==> config.mk <==
export PLATFORM = sky130hd
export DESIGN_NAME = usc_s2b_window
export DESIGN_NICKNAME = d
export VERILOG_FILES = /design/src/rtl/usc_s2b_window.sv
export SDC_FILE = /design/constraint.sdc
export NUM_CORES = 1
export LEC_CHECK = 0
export BUFFER_PORTS_ARGS = -buffer_cell sky130_fd_sc_hd__buf_2
export CORE_MARGIN = 5
export CORE_UTILIZATION = 48
export CTS_CLUSTER_SIZE = 20
export DETAILED_ROUTE_END_ITERATION = 12
export PLACE_DENSITY = 0.67
export SLEW_MARGIN = 20
export SYNTH_ARGS = -nofsm -noshare
export SYNTH_HDL_FRONTEND = slang
export SYNTH_SLANG_ARGS = --single-unit
==> constraint.sdc <==
create_clock -name iClk -period 2.25 [get_ports iClk]
set_input_delay 0.1125 -clock iClk [delete_from_list [all_inputs] [get_ports iClk]]
set_output_delay 0.1125 -clock iClk [all_outputs]
set_load 0.005 [all_outputs]
==> src/rtl/usc_s2b_window.sv <==
// Windowed stochastic-to-binary converter: counts ones over 2^BITWIDTH enabled samples.
// Define USC_S2B_BIPOLAR_EN to get a signed (ones - L/2) result instead of the unipolar count.
module usc_s2b_window #(
   parameter int BITWIDTH = 8
) (
   input  logic                iClk,
   input  logic                iRst,
   input  logic                iStart,
   input  logic                iEn,
   input  logic                iA,
   output logic [BITWIDTH:0]   oB,
   output logic                oDone,
   output logic                oBusy
);

   typedef enum logic [1:0] {
      ST_IDLE = 2'd0,
      ST_RUN  = 2'd1,
      ST_DONE = 2'd2
   } state_t;

   localparam logic [BITWIDTH:0] WIN_LAST = {1'b0, {BITWIDTH{1'b1}}};
   localparam logic [BITWIDTH:0] CNT_ZERO = {(BITWIDTH+1){1'b0}};
   localparam logic [BITWIDTH:0] CNT_ONE  = {{BITWIDTH{1'b0}}, 1'b1};
`ifdef USC_S2B_BIPOLAR_EN
   localparam logic [BITWIDTH:0] HALF_WIN = {2'b01, {(BITWIDTH-1){1'b0}}};
`endif

   state_t              state_r;
   logic [BITWIDTH:0]   smp_r;
   logic [BITWIDTH:0]   ones_r;
   logic [BITWIDTH:0]   ones_next_s;

   // Maps the final ones count onto the output encoding.
   function automatic logic [BITWIDTH:0] to_result(input logic [BITWIDTH:0] cnt);
`ifdef USC_S2B_BIPOLAR_EN
      return cnt - HALF_WIN;
`else
      return cnt;
`endif
   endfunction

   assign ones_next_s = ones_r + {{BITWIDTH{1'b0}}, iA};

   // Window control FSM with registered result and status outputs.
   always_ff @(posedge iClk) begin
      if (iRst) begin
         state_r <= ST_IDLE;
         smp_r   <= CNT_ZERO;
         ones_r  <= CNT_ZERO;
         oB      <= CNT_ZERO;
         oDone   <= 1'b0;
         oBusy   <= 1'b0;
      end else begin
         case (state_r)
            ST_IDLE: begin
               if (iStart) begin
                  state_r <= ST_RUN;
                  smp_r   <= CNT_ZERO;
                  ones_r  <= CNT_ZERO;
                  oBusy   <= 1'b1;
               end
            end
            ST_RUN: begin
               if (iStart) begin
                  // Abort: the sample on this cycle belongs to neither window.
                  smp_r  <= CNT_ZERO;
                  ones_r <= CNT_ZERO;
               end else if (iEn) begin
                  smp_r  <= smp_r + CNT_ONE;
                  ones_r <= ones_next_s;
                  if (smp_r == WIN_LAST) begin
                     oB      <= to_result(ones_next_s);
                     oDone   <= 1'b1;
                     oBusy   <= 1'b0;
                     state_r <= ST_DONE;
                  end
               end
            end
            ST_DONE: begin
               if (iStart) begin
                  state_r <= ST_RUN;
                  smp_r   <= CNT_ZERO;
                  ones_r  <= CNT_ZERO;
                  oDone   <= 1'b0;
                  oBusy   <= 1'b1;
               end
            end
            default: begin
               state_r <= ST_IDLE;
               smp_r   <= CNT_ZERO;
               ones_r  <= CNT_ZERO;
               oDone   <= 1'b0;
               oBusy   <= 1'b0;
            end
         endcase
      end
   end

endmodule
== Yosys cells after proc, flatten, opt, wreduce, memory -nomap -nowiden ==
Cells that the tools add are included.

* Bits in registers: 31
* Input bits: 5
* Output and inout port bits: 11

* $add $sub $neg: 2
* Equality and inequality tests: 9
* Mux-type cells: 22
* Bitwise logic cells: 2
* Reduce and logical (&&, ||, !) cells: 6

{| class="wikitable"
|+ Operator list
! kind !! count
|-
| $mux W9 || 5
|-
| $pmux W9 S2 || 2
|-
| $add A9 B1 Y9 || 1
|-
| $add A9 B1 Y9 const B || 1
|-
| $eq A9 B8 Y1 const B || 1
|-
| $mux W1 || 8
|-
| $mux W2 || 4
|-
| $ne A2 B2 Y1 const B || 4
|-
| $reduce_and A4 Y1 || 2
|-
| $reduce_and A5 Y1 || 1
|-
| $pmux W2 S2 || 1
|-
| $ne A3 B3 Y1 const B || 1
|-
| $pmux W1 S3 || 1
|-
| $eq A2 B1 Y1 const B || 1
|-
| $eq A2 B2 Y1 const B || 1
|-
| $logic_not A2 Y1 || 1
|-
| $ne A2 B1 Y1 const B || 1
|-
| $not A1 Y1 || 2
|-
| $pmux W1 S2 || 1
|-
| $reduce_and A2 Y1 || 1
|-
| $reduce_or A2 Y1 || 1
|}

== Logic depth before layout (Yosys ltp) ==
Gate-level depths: netlist of run 1.

* Depth after elaboration: 5
* Gate-level depth with buffers: 8
* Gate-level depth less buffers: 7

== Least setup slack after synthesis of run 1 ==
Ideal clock, no wire load.

* Path type: flip-flop to flip-flop
* Start point: reg ones_r[0]
* End point: reg ones_r[8]
* Data arrival time: 1522 ps
* Path slack: 654 ps
* Stages on the path, launching flop included: 6
* Path buffers: 0
* Path through: dfxtp_1 -> ha_1 -> ha_1 -> nand3_2 -> or4_1 -> a31oi_1

* Longest elaborated chain between the ends: 4

{| class="wikitable"
|+ RTL lines
! what !! RTL line !! source
|-
| from (decl) || 31 || <nowiki>logic [BITWIDTH:0] ones_r;</nowiki>
|-
| from (signal assigned) || 71 || <nowiki>ones_r <= ones_next_s;</nowiki>
|-
| $add A9 B1 Y9 || 43 || <nowiki>assign ones_next_s = ones_r + {{BITWIDTH{1'b0}}, iA};</nowiki>
|-
| $mux W9 || 69 || <nowiki>end else if (iEn) begin</nowiki>
|-
| $mux W9 || 65 || <nowiki>if (iStart) begin</nowiki>
|-
| $pmux W9 S2 || 55 || <nowiki>case (state_r)</nowiki>
|}

Every way passes these cells. The select of a mux whose other input is x is not followed.
A chain may end at the register's enable or synchronous reset.

== Worst setup path after layout of run 1 ==
* Start point: reg smp_r[0]
* End point: reg oB[8]

* Longest elaborated chain between the ends: 2

{| class="wikitable"
|+ RTL lines
! what !! RTL line !! source
|-
| from (decl) || 30 || <nowiki>logic [BITWIDTH:0] smp_r;</nowiki>
|-
| from (signal assigned) || 70 || <nowiki>smp_r <= smp_r + CNT_ONE;</nowiki>
|-
| $eq A9 B8 Y1 || 72 || <nowiki>if (smp_r == WIN_LAST) begin</nowiki>
|-
| $reduce_and A4 Y1 (no source line) || -- ||
|-
| to (signal assigned) || 73 || <nowiki>oB <= to_result(ones_next_s);</nowiki>
|-
| to (decl) || 11 || <nowiki>output logic [BITWIDTH:0] oB,</nowiki>
|}

Every way passes these cells.

==> results of run 1 <==
[metrics by stage]
step                instances  hold WS (ns)
CTS                       234         0.160
global route              234         0.172
detailed placement        226         0.477
global placement          226         0.461
finish                    234         0.165
floorplan                 180         0.331
[cell families (layout without fill, tap and decap cells)]
logic type,Yosys count,in the layout,share of synthesized area [%]
adder cells (fa/ha/maj),4,4,3.15
buffers and inverters,18,28,5.12
AO/OA/AOI/OAI,59,59,26.0
AND/OR/NAND/NOR,61,61,22.5
multiplexers,4,4,2.52
flip-flops,31,31,39.1
XOR/XNOR,3,3,1.66
[layer usage]
layer | up-vias | routed length, µm | GRT usage, %
li1 | 709 | - | -
met3 | 6 | 171 | 4.99
met1 | 634 | 1690 | 20.5
met2 | 34 | 1500 | 27.3
met4 | 0 | 54 | 6.08
met5 | - | 0 | 0
[layout by cell type (no fill, tap or decap), drive strengths merged, types with 6 or more instances in the layout]
cell	count
dfxtp	31
a21oi	17
buf	16
nand3	14
nand2	12
nand2b	7
a311oi	7
o21ai	7
clkbuf	7
nor2	6
[registers in the layout, indices dropped and copies added (netlist names)]
name,flops
oBusy,1
state_r,2
oDone,1
ones_r,9
oB,9
smp_r,9
[final cells by class]
cell class                      instances  area (µm²)
Multi-Input combinational cell        131         886
Clock inverter                          1        5.00
Timing Repair Buffer                   16        82.6
Clock buffer                            7        45.0
Tap cell                               44        55.1
Sequential cell                        31         621
Fill cell                             301        1390
Inverter                                4        15.0
[worst paths after layout]
check                        start                       to  slack, ns  depth (start not counted)
max          smp_r[0]$_SDFFE_PP0P_       oB[8]$_SDFFE_PP0P_       0.38                          7
min reg2reg     oB[1]$_SDFFE_PP0P_       oB[1]$_SDFFE_PP0P_       0.49                          2
min                         iStart  state_r[0]$_SDFFE_PP0P_       0.17                          3
max reg2reg  smp_r[0]$_SDFFE_PP0P_       oB[8]$_SDFFE_PP0P_       0.38                          7
[where the power goes]
group / leakage, µW / switching [µW] / internal, µW
Clock: 0.0000293 / 192 / 122
Sequential: 0.000250 / 6.28 / 552
Combinational: 0.000262 / 39.3 / 17.1
[worst register-to-register path: stages (launching register included)]
cell      delay [ns]
dfxtp_1         0.37
ha_1            0.22
nand3_1         0.09
nor2_1          0.10
ha_1            0.19
and3b_1         0.40
a21oi_1         0.12
a311oi_1        0.29
==> results.md, run 1 <==
Setup path:
- The data arrival at the endpoint of the critical path is 2.10 ns.
- The family with the most delay on the worst path is simple AND/OR/NAND/NOR gates.
- STA puts the critical path data required time at 2.49 ns.
- The largest incremental delay on the critical path is 0.40 ns.
- The critical path contains buffers and inverters numbering 0 combined.
- The maximum fanout count along the critical path is 11.
- The cell repeated most along the worst path is ha_1.
- The critical path goes through ha_1 > nand3_1 > nor2_1 > ha_1 > and3b_1 > a21oi_1 > a311oi_1.
- The worst setup path is captured at a flip-flop.
- The startpoint type of the worst setup path is a flip-flop.
- The worst setup path is of the flip-flop to flip-flop kind.
- The standard cell with the maximum stage delay on the critical path is and3b_1.

Synth:
- The synthesized design spends more area on one cell type than any other, namely dfxtp_1.
- The synthesized instance count is 180.
- Ranked by instance count, the synthesized netlist is headed by 31 x dfxtp_1, 17 x a21oi_1, 13 x nand3_1.
- Summing the sequential cell areas from Yosys gives 39.1% of the chip area.
- Each instance of the synthesized netlist takes up on average 8.82 µm².
- The synthesized design contains 0 enable-type register cells.
- The share of synthesized flip-flops with an asynchronous set or reset is 0%.
- The share of synthesized area in the top cell type comes to 39.1%.
- The top flip-flop cell by instance count after synthesis is dfxtp_1.
- The number of nets in the synthesized netlist is 189.
- The netlist uses 40 different library cells.
- During synthesis, Yosys emitted a total of 0 warnings.
- Synthesis inferred 31 register bits.
- Yosys attributes the largest share of cell area to dfxtp_1 39%, a21oi_1 5.4%, nand3_1 4.1%, a311oi_1 3.9%, ha_1 3.2%.
- The most numerous cell in the Yosys netlist is dfxtp_1.
- After synthesis the cells add up to 0.00159 mm².

Floorplanning:
- 16 I/O pins were placed.
- Row generation in the floorplan step produced 20 rows.
- The overall die width is 67.5 µm.
- The die covers 0.00456 mm².
- From bottom edge to top edge, the die measures 67.5 µm.
- The core box area is 0.00310 mm².
- Once the floorplan was initialized, standard cells occupied 51.2% of the core.

CTS:
- Clock tree synthesis selected as its root buffer the cell clkbuf_4.
- The latest clock arrival within the worst-skew pair is 0.33 ns.
- The number of clock sinks is 31.
- The number of H-tree levels is 2.
- The clock-pin transition on the worst setup and hold timing paths is 0.09 ns.
- The number of buffers added by the clock tree synthesis step is 5.
- Hold repair after CTS inserted 0 buffers.
- The maximum number of buffers from clock root to sink is 2.
- The TritonCTS clock tree is yes.
- The post-CTS setup-driven buffer insertion count is 0.
- The quantity of gates resized following cts is 0.

Place:
- The instance area at placement is 0.00166 mm².
- Routability-driven placement finished with a final weighted congestion of 0.786.
- The HPWL after detailed placement is 2330 µm.
- Port buffering added 15 buffers.
- The post-placement setup slack is 0.414 ns.

Pwr:
- The leakage power summed over all cells is 0.000541 µW.
- The maximum vdd drop is 0.000295 V.
- The total power after layout is 928 µW.
- The power density normalized to cell area is 543 mW/mm².

Finish:
- The area growth from synthesis to layout is 7.64%.
- The number of nets in the layout is 198.
- The final core area utilization is 55.1%.
- After routing the design area is 0.00171 mm².
- In the final layout, the share of cells above drive strength 1 is 14.7%.
- The count of antenna diodes in the layout is 0.

STA:
- In this run the tightest slew margin relative to its limit is 58.9%.
- The setup clock skew after layout is 0.00217 ns.
- The setup total negative slack is 0 ns.
- For the pin with the worst max-slew slack, the measured transition is 0.616 ns.
- The number of pins with negative max-slew slack in the final report is 0.
- The worst path needs 1.87 ns of the cycle, external delays included.
- The share of the clock period used by the worst path after layout is 83.0%.
- Setup repair after global routing left no endpoint under its margin.
- Based on the critical path, the design can be clocked at up to 535 MHz.
- The final count of negative-setup-slack endpoints is 0.
- The final hold violation count is 0.
- The least setup slack across all paths after layout is 0.382 ns.

Route:
- Dividing the detail-routed via count by the number of cells gives 5.91.
- The total length of routed wires is 3410 µm.
- The count of nets left with antenna violations once routing finished came out at 0.
- The wire length per cell after detailed routing is 14.6 µm.
- The routed layout has 1383 vias.
- After detailed routing, the number of remaining DRC violations is 0.
- The initial DRC count is 117.
- The count of TritonRoute iterations in the first routing pass is 4.

Global routing:
- The initial antenna violation count came to 0.
- The total grt overflow is 0.
- The wire length of the first global-routing pass is 5730 µm.
- The global-route usage over all layers is 16.7%.
- Entering global routing, the biggest net connects 29 pins.
- The number of global-route vias before repair is 1239.

Flow run:
- The tool flagged a number of max-cap violations equal to 0.

Status:
- The flow ran to the end, and the final reports show no timing, DRC or antenna violations.

Hold path:
- The type of the worst min-delay path is input pin to flip-flop.
Power figures use the tool's default switching activity.
==> inputs of run 2 (changes only) <==
==> constraint.sdc (replaced) <==
create_clock -name iClk -period 1.8 [get_ports iClk]
set_input_delay 0.09 -clock iClk [delete_from_list [all_inputs] [get_ports iClk]]
set_output_delay 0.09 -clock iClk [all_outputs]
set_load 0.005 [all_outputs]
==> run 2 against run 1 <==
Compared with the run above: final area is 4.8% higher; cell count is 1.7% higher; setup slack worse by 0.21 ns; combinational power is 42% higher; critical path depth is 2 lower; first-iteration DRC count is 16% lower; routed wire length is 2.5% higher; sequential power is 25% higher; total power is 28% higher; core utilization is 2.6 points higher; clock power is 31% higher.
==> results.md, run 2 (synthesized netlist as in run 1, its figures left out) <==
Setup path:
- The data arrival at the endpoint of the critical path is 1.88 ns (-0.22 ns).
- The worst reg2reg path depth is 5 (-2).
- The worst setup path is launched from a flip-flop.
- The required time at the endpoint of the critical path is 2.05 ns (-0.44 ns).
- The maximum fanout count along the critical path is 10 (-1).
- STA classifies the critical path endpoint as a flip-flop.
- The worst setup path is of the flip-flop to flip-flop kind.

Floorplanning:
- The core box area is 0.00310 mm² (unchanged).
- The floorplan row count is 20 (unchanged).
- The die boundary height came to 67.5 µm (unchanged).
- The die area is 0.00456 mm² (unchanged).
- The effective utilization at floorplan is 51.2% (unchanged).
- The overall die width is 67.5 µm (unchanged).
- The boundary pin count is 16 (unchanged).

Global routing:
- The wire length of the first global-routing pass is 5870 µm (+2.5%).
- The pin count of the biggest net entering global routing is 29 (unchanged).
- The number of global-route vias before repair is 1313 (+6.0%).
- The global-route usage over all layers is 16.9% (+0.25 points).
- The initial antenna violation count came to 0 (unchanged).
- The total grt overflow is 0 (unchanged).

Pwr:
- The power density normalized to cell area is 662 mW/mm² (+22%).
- The leakage power summed over all cells was 0.000567 µW (+4.8%).
- The maximum vdd drop is 0.000443 V (+50%).

Finish:
- The count of antenna diodes in the layout is 0 (unchanged).
- Leaving out fill and tap cells, the most frequent cell in the layout is dfxtp_1.
- The count of fill cells added during filler insertion is 285 (-5.3%).
- The number of nets in the layout is 203 (+2.5%).
- The largest registers in the layout are oB: 9 flops, ones_r: 9 flops, smp_r: 9 flops.
- The library cells used most frequently in the layout, excluding fill and tap cells, are 29 x dfxtp_1, 17 x a21oi_1, 15 x buf_2.
- The area growth from synthesis to layout is 12.8%.
- The fraction of layout cells with a size suffix above 1 was 20.1% (+5.4 points).

Route:
- The wire length per cell after detailed routing is 14.7 µm (+0.74%).
- The initial DRC count is 98 (-16%).
- The vias after detailed routing is 1433 (+3.6%).
- The number of nets still failing antenna checks after routing is 0 (unchanged).
- The via density per instance came to 6.02 (+1.9%).
- The post-route DRC violation count is 0 (unchanged).
- The total length of routed wires is 3490 µm (+2.5%).
- The count of TritonRoute iterations in the first routing pass was 4 (unchanged).

STA:
- The actual transition at the worst max-transition pin came to 0.524 ns (-0.0917 ns).
- The fmax is 614 MHz (+15%).
- The number of pins with negative max-slew slack in the final report is 0 (unchanged).
- The time the final worst path needs with I/O delays and setup is 1.63 ns (-0.239 ns).
- The relative max-transition margin is 65.0% (+6.1 points).
- The setup total negative slack is 0 ns (unchanged).
- The share of the clock period used by the worst path after layout is 90.5% (+7.5 points).
- The final hold violation count is 0 (unchanged).
- The setup clock skew after layout is 0.00456 ns (+0.00239 ns).
- The smallest hold slack is 0.169 ns (+0.00404 ns).
- The final count of negative-setup-slack endpoints is 0 (unchanged).
- Setup repair after global routing left no endpoint under its margin.

CTS:
- The clock-pin transition on the worst setup and hold timing paths is 0.09 ns (about the same).
- The number of buffers inserted for hold repair after clock tree synthesis is 0 (unchanged).
- The TritonCTS clock tree is yes.
- The maximum number of buffers from clock root to sink came to 2 (unchanged).
- The number of clock sinks is 31 (unchanged).
- The number of buffers added by the clock tree synthesis step came to 5 (unchanged).
- The number of H-tree levels was 2 (unchanged).
- The cell at the root of the clock tree is clkbuf_4.
- The latest clock arrival within the worst-skew pair is 0.32 ns (about the same).
- The post-CTS setup-driven buffer insertion count was 0 (unchanged).

Flow run:
- The max-capacitance violation count is 0 (unchanged).

Place:
- The final weighted congestion in routability-driven placement came to 0.750 (-4.6%).
- The HPWL after detailed placement was 2460 µm (+5.7%).
- The number of I/O port buffers came to 15 (unchanged).

Hold path:
- The worst hold path cell count came to 4 (+1).
- The type of the worst min-delay path is input pin to flip-flop.

Status:
- The flow ran to the end, and the final reports show no timing, DRC or antenna violations.
-- run 2: cell types whose count changed in the layout (fill, tap and decap cells not counted), moves of 2 or more --
cell	previous run	this run
buf_4	1	6
ha_1	4	1
clkbuf_1	2	0
dfxtp_1	31	29
dfxtp_2	0	2
ha_4	0	2
-- run 2: stage by stage --
step	std cells	total power [µW]	setup WS [ns]	cell area, µm²	utilization [%]
floorplan	180	765	0.204	1590	-
global placement	231	787	0.0674	1700	54.7
detailed placement	231	789	0.0249	1700	54.7
CTS	238	1200	0.0355	1760	56.6
global route	238	1240	0.0177	1790	57.7
finish	238	1180	0.171	1790	57.7
-- run 2: critical path, cell delays in order, from the launching register on --
cell,delay [ns]
dfxtp_1,0.34
ha_2,0.23
ha_4,0.19
nand3_4,0.13
or4_1,0.50
a31oi_1,0.17
-- run 2: final cells by class --
| class | count | area, µm² | area share (%) |
|---|---|---|---|
| Inverter | 4 | 15.0 | 0.839 |
| Sequential cell | 31 | 623 | 34.8 |
| Clock buffer | 6 | 51.3 | 2.87 |
| Tap cell | 44 | 55.1 | 3.07 |
| Timing Repair Buffer | 21 | 120 | 6.71 |
| Clock inverter | 1 | 5.00 | 0.280 |
| Multi-Input combinational cell | 131 | 921 | 51.4 |
-- run 2: worst paths after layout --
kind | from | end | slack (ns)
setup / recovery | ones_r[0]$_SDFFE_PP0P_ | ones_r[8]$_SDFFE_PP0P_ | 0.17
hold / removal | iEn | state_r[0]$_SDFFE_PP0P_ | 0.17
setup reg to reg | ones_r[0]$_SDFFE_PP0P_ | ones_r[8]$_SDFFE_PP0P_ | 0.17
hold reg to reg | smp_r[6]$_SDFFE_PP0P_ | smp_r[6]$_SDFFE_PP0P_ | 0.48
-- run 2: timing repair --
| action | 4_1_cts | 5_1_grt |
|---|---|---|
| endpoints found under the setup margin | 2 | 9 |
| resized for setup | 1 | 7 |
| pin swaps | 0 | 2 |
| cloned | 0 | 0 |
-- run 2: layer usage --
| metal | wire, µm | vias to the layer above | GRT usage (%) |
|---|---|---|---|
| li1 | - | 721 | - |
| met1 | 1600 | 668 | 21.0 |
| met2 | 1670 | 39 | 28.6 |
| met3 | 185 | 5 | 4.49 |
| met4 | 32 | 0 | 4.81 |
| met5 | 0 | - | 0 |
-- run 2: power by group --
group | switching (µW) | leakage [µW] | internal, µW
Combinational | 54.3 | 0.000282 | 25.9
Clock | 229 | 0.0000341 | 181
Sequential | 4.66 | 0.000251 | 690
Total | 288 | 0.000567 | 897
==> inputs of run 3 (changes only) <==
--- a/config.mk
+++ b/config.mk
@@ -6,11 +6,13 @@
 export NUM_CORES = 1
 export LEC_CHECK = 0
 export BUFFER_PORTS_ARGS = -buffer_cell sky130_fd_sc_hd__buf_2
+export CELL_PAD_IN_SITES_DETAIL_PLACEMENT = 0
+export CELL_PAD_IN_SITES_GLOBAL_PLACEMENT = 1
 export CORE_MARGIN = 5
-export CORE_UTILIZATION = 48
+export CORE_UTILIZATION = 44
 export CTS_CLUSTER_SIZE = 20
 export DETAILED_ROUTE_END_ITERATION = 12
-export PLACE_DENSITY = 0.67
+export PLACE_DENSITY_LB_ADDON = 0.1
 export SLEW_MARGIN = 20
 export SYNTH_ARGS = -nofsm -noshare
 export SYNTH_HDL_FRONTEND = slang
==> run 3 against run 2 <==
Compared with the run above: final area is 0.28% higher; first-iteration DRC count is 12% lower; total power is 3.6% lower; critical path type unchanged; critical endpoint unchanged; largest cell class unchanged.
==> results.md, run 3 (synthesized netlist as in run 1, its figures left out) <==
Status:
- The run finished with clean final reports.

Setup path:
- The required time at the endpoint of the critical path is 2.06 ns (about the same).
- The standard cell with the maximum stage delay on the critical path is or4_1.
- The worst setup path is of the flip-flop to flip-flop kind.
- The data arrival at the endpoint of the critical path is 1.91 ns (+0.03 ns).
- The largest incremental delay on the critical path is 0.49 ns (about the same).
- The number of buffer and inverter instances along the worst setup path came to 0 (unchanged).
- The maximum fanout count along the critical path is 10 (unchanged).
- The signal on the critical path passes through ha_1 > ha_1 > nand3_4 > or4_1 > a31oi_1.
- The worst setup path is captured at a flip-flop.
- On the critical path the largest part of the delay comes from simple AND/OR/NAND/NOR gates.
- The worst setup path is launched from a flip-flop.
- The cell that appears most often on the critical path is ha_1.

STA:
- The least setup slack across all paths after layout came to 0.151 ns (-0.0195 ns).
- The relative max-transition margin is 58.1% (-6.9 points).
- The share of the clock period used by the worst path after layout is 91.6% (+1.1 points).
- The final count of negative-setup-slack endpoints is 0 (unchanged).
- The setup total negative slack is 0 ns (unchanged).
- The number of pins with negative max-slew slack in the final report is 0 (unchanged).
- The final hold violation count came to 0 (unchanged).
- The setup clock skew after layout is 0.00678 ns (+0.00222 ns).
- The time the final worst path needs with I/O delays and setup came to 1.65 ns (+0.0195 ns).
- The actual transition at the worst max-transition pin is 0.627 ns (+0.103 ns).
- The fmax is 607 MHz (-1.2%).
- Setup repair after global routing left no endpoint under its margin.
- The smallest hold slack was 0.158 ns (-0.0116 ns).

Pwr:
- The reported net switching power is 287 µW (-0.26%).
- The maximum vdd drop is 0.000325 V (-27%).
- The part of the power in combinational logic is 7.3% (+0.5 points).
- The proportion of power drawn by the clock network is 31.9% (-2.7 points).
- The switching portion of total power is 25.1% (+0.83 points).
- The total power after layout came to 1140 µW (-3.6%).
- The power density normalized to cell area is 636 mW/mm² (-3.8%).
- The internal power was 856 µW (-4.6%).
- The leakage power summed over all cells was 0.000586 µW (+3.3%).
- The proportion of power drawn by flip-flops and latches is 60.8% (+2.1 points).

Finish:
- The sequential cell area in the final layout came to 622 µm² (-0.20%).
- The count of fill cells added during filler insertion is 352 (+24%).
- In the layout the commonest cells are 30 x dfxtp_1, 17 x a21oi_1, 15 x buf_2.
- The number of nets in the layout is 208 (+2.5%).
- The area occupied by multi-input gates is 898 µm² (-2.4%).
- The area growth from synthesis to layout is 13.1%.
- The fraction of layout cells with a size suffix above 1 is 20.2% (+0.099 points).
- The library cell used most frequently in the layout, excluding fill and tap cells, is dfxtp_1.
- The largest registers in the layout are oB: 9 flops, ones_r: 9 flops, smp_r: 9 flops.
- The count of antenna diodes in the layout is 0 (unchanged).

Flow run:
- The max-capacitance violation count was 0 (unchanged).

Global routing:
- The global-route usage over all layers was 15.9% (-0.99 points).
- The total grt overflow is 0 (unchanged).
- The number of global-route vias before repair came to 1331 (+1.4%).
- The initial antenna violation count is 0 (unchanged).
- The pin count of the biggest net entering global routing is 29 (unchanged).
- The wire length of the first global-routing pass is 6220 µm (+5.9%).

Floorplanning:
- The effective utilization at floorplan is 46.5% (-4.7 points).
- The floorplan row count was 21 (+5.0%).
- The core box area was 0.00342 mm² (+10%).
- The overall die width is 70.1 µm (+3.8%).
- The die boundary height is 70.1 µm (+3.8%).
- The boundary pin count came to 16 (unchanged).
- The die area came to 0.00491 mm² (+7.7%).

Route:
- The post-route DRC violation count came to 0 (unchanged).
- The vias after detailed routing was 1469 (+2.5%).
- The count of TritonRoute iterations in the first routing pass is 4 (unchanged).
- The initial DRC count is 86 (-12%).
- The number of nets still failing antenna checks after routing is 0 (unchanged).
- The total length of routed wires is 3680 µm (+5.3%).
- The via density per instance is 6.02 (about the same).
- The wire length per cell after detailed routing is 15.1 µm (+2.7%).

CTS:
- The number of H-tree levels came to 2 (unchanged).
- TritonCTS built the clock tree.
- The clock-pin transition on the worst setup and hold timing paths came to 0.09 ns (about the same).
- The latest clock arrival within the worst-skew pair is 0.33 ns (about the same).
- The number of buffers added by the clock tree synthesis step came to 5 (unchanged).
- The maximum number of buffers from clock root to sink is 2 (unchanged).
- The number of clock sinks came to 31 (unchanged).
- The post-CTS setup-driven buffer insertion count is 0 (unchanged).
- The root buffer cell chosen for the clock tree is clkbuf_4.

Hold path:
- The path class of the tightest hold or removal check is input pin to flip-flop.

Place:
- The post-placement setup slack is 0.133 ns (+0.109 ns).
- The number of I/O port buffers came to 15 (unchanged).
- The final weighted congestion in routability-driven placement is 0.776 (+3.5%).
- The HPWL after detailed placement is 2630 µm (+7.1%).
run 3: layout make-up:
cell class,instances,area share (%)
well taps,46,3.21
multi-input cells,131,50.0
clock buffers,6,2.30
repair buffers,26,8.99
flip-flops and latches,31,34.6
inverters,4,0.836
run 3: power groups by stage:
| stage | combinational [µW] | clock (µW) | sequential [µW] |
|---|---|---|---|
| final | 83.7 | 364 | 694 |
| after CTS | 83.9 | 375 | 695 |
| after global placement | 81.1 | 0 | 710 |
| after global routing | 92.3 | 407 | 696 |
| after floorplan | 54.9 | 0 | 710 |
| after detailed placement | 83.6 | 0 | 711 |
run 3: through the flow:
step	cells	utilization, %	area [µm²]
floorplan	180	-	1590
global placement	238	50.8	1740
detailed placement	238	50.8	1740
CTS	244	52.1	1780
global route	244	52.6	1800
finish	244	52.6	1800
run 3: what timing repair did:
action                                  CTS  global route
resized for setup                         0             5
hold buffers                              0             0
endpoints found under the setup margin    0             3
run 3: worst min-delay path: stages:
cell	delay (ns)
buf_2	0.18
a21oi_1	0.13
nor2b_1	0.05
run 3: metal layers:
layer | part of all wire [%] | routed length [µm] | track usage [%]
met4 | 2.0 | 72 | 8.09
met3 | 5.0 | 182 | 4.30
met2 | 44 | 1610 | 23.9
met5 | 0 | 0 | 0
met1 | 49 | 1810 | 20.8
run 3: final timing paths:
check,depth (start not counted),to,startpoint,slack [ns]
max,5,ones_r[8]$_SDFFE_PP0P_,ones_r[0]$_SDFFE_PP0P_,0.15
min,3,state_r[0]$_SDFFE_PP0P_,iStart,0.16
max reg2reg,5,ones_r[8]$_SDFFE_PP0P_,ones_r[0]$_SDFFE_PP0P_,0.15
min reg2reg,2,smp_r[6]$_SDFFE_PP0P_,smp_r[6]$_SDFFE_PP0P_,0.49
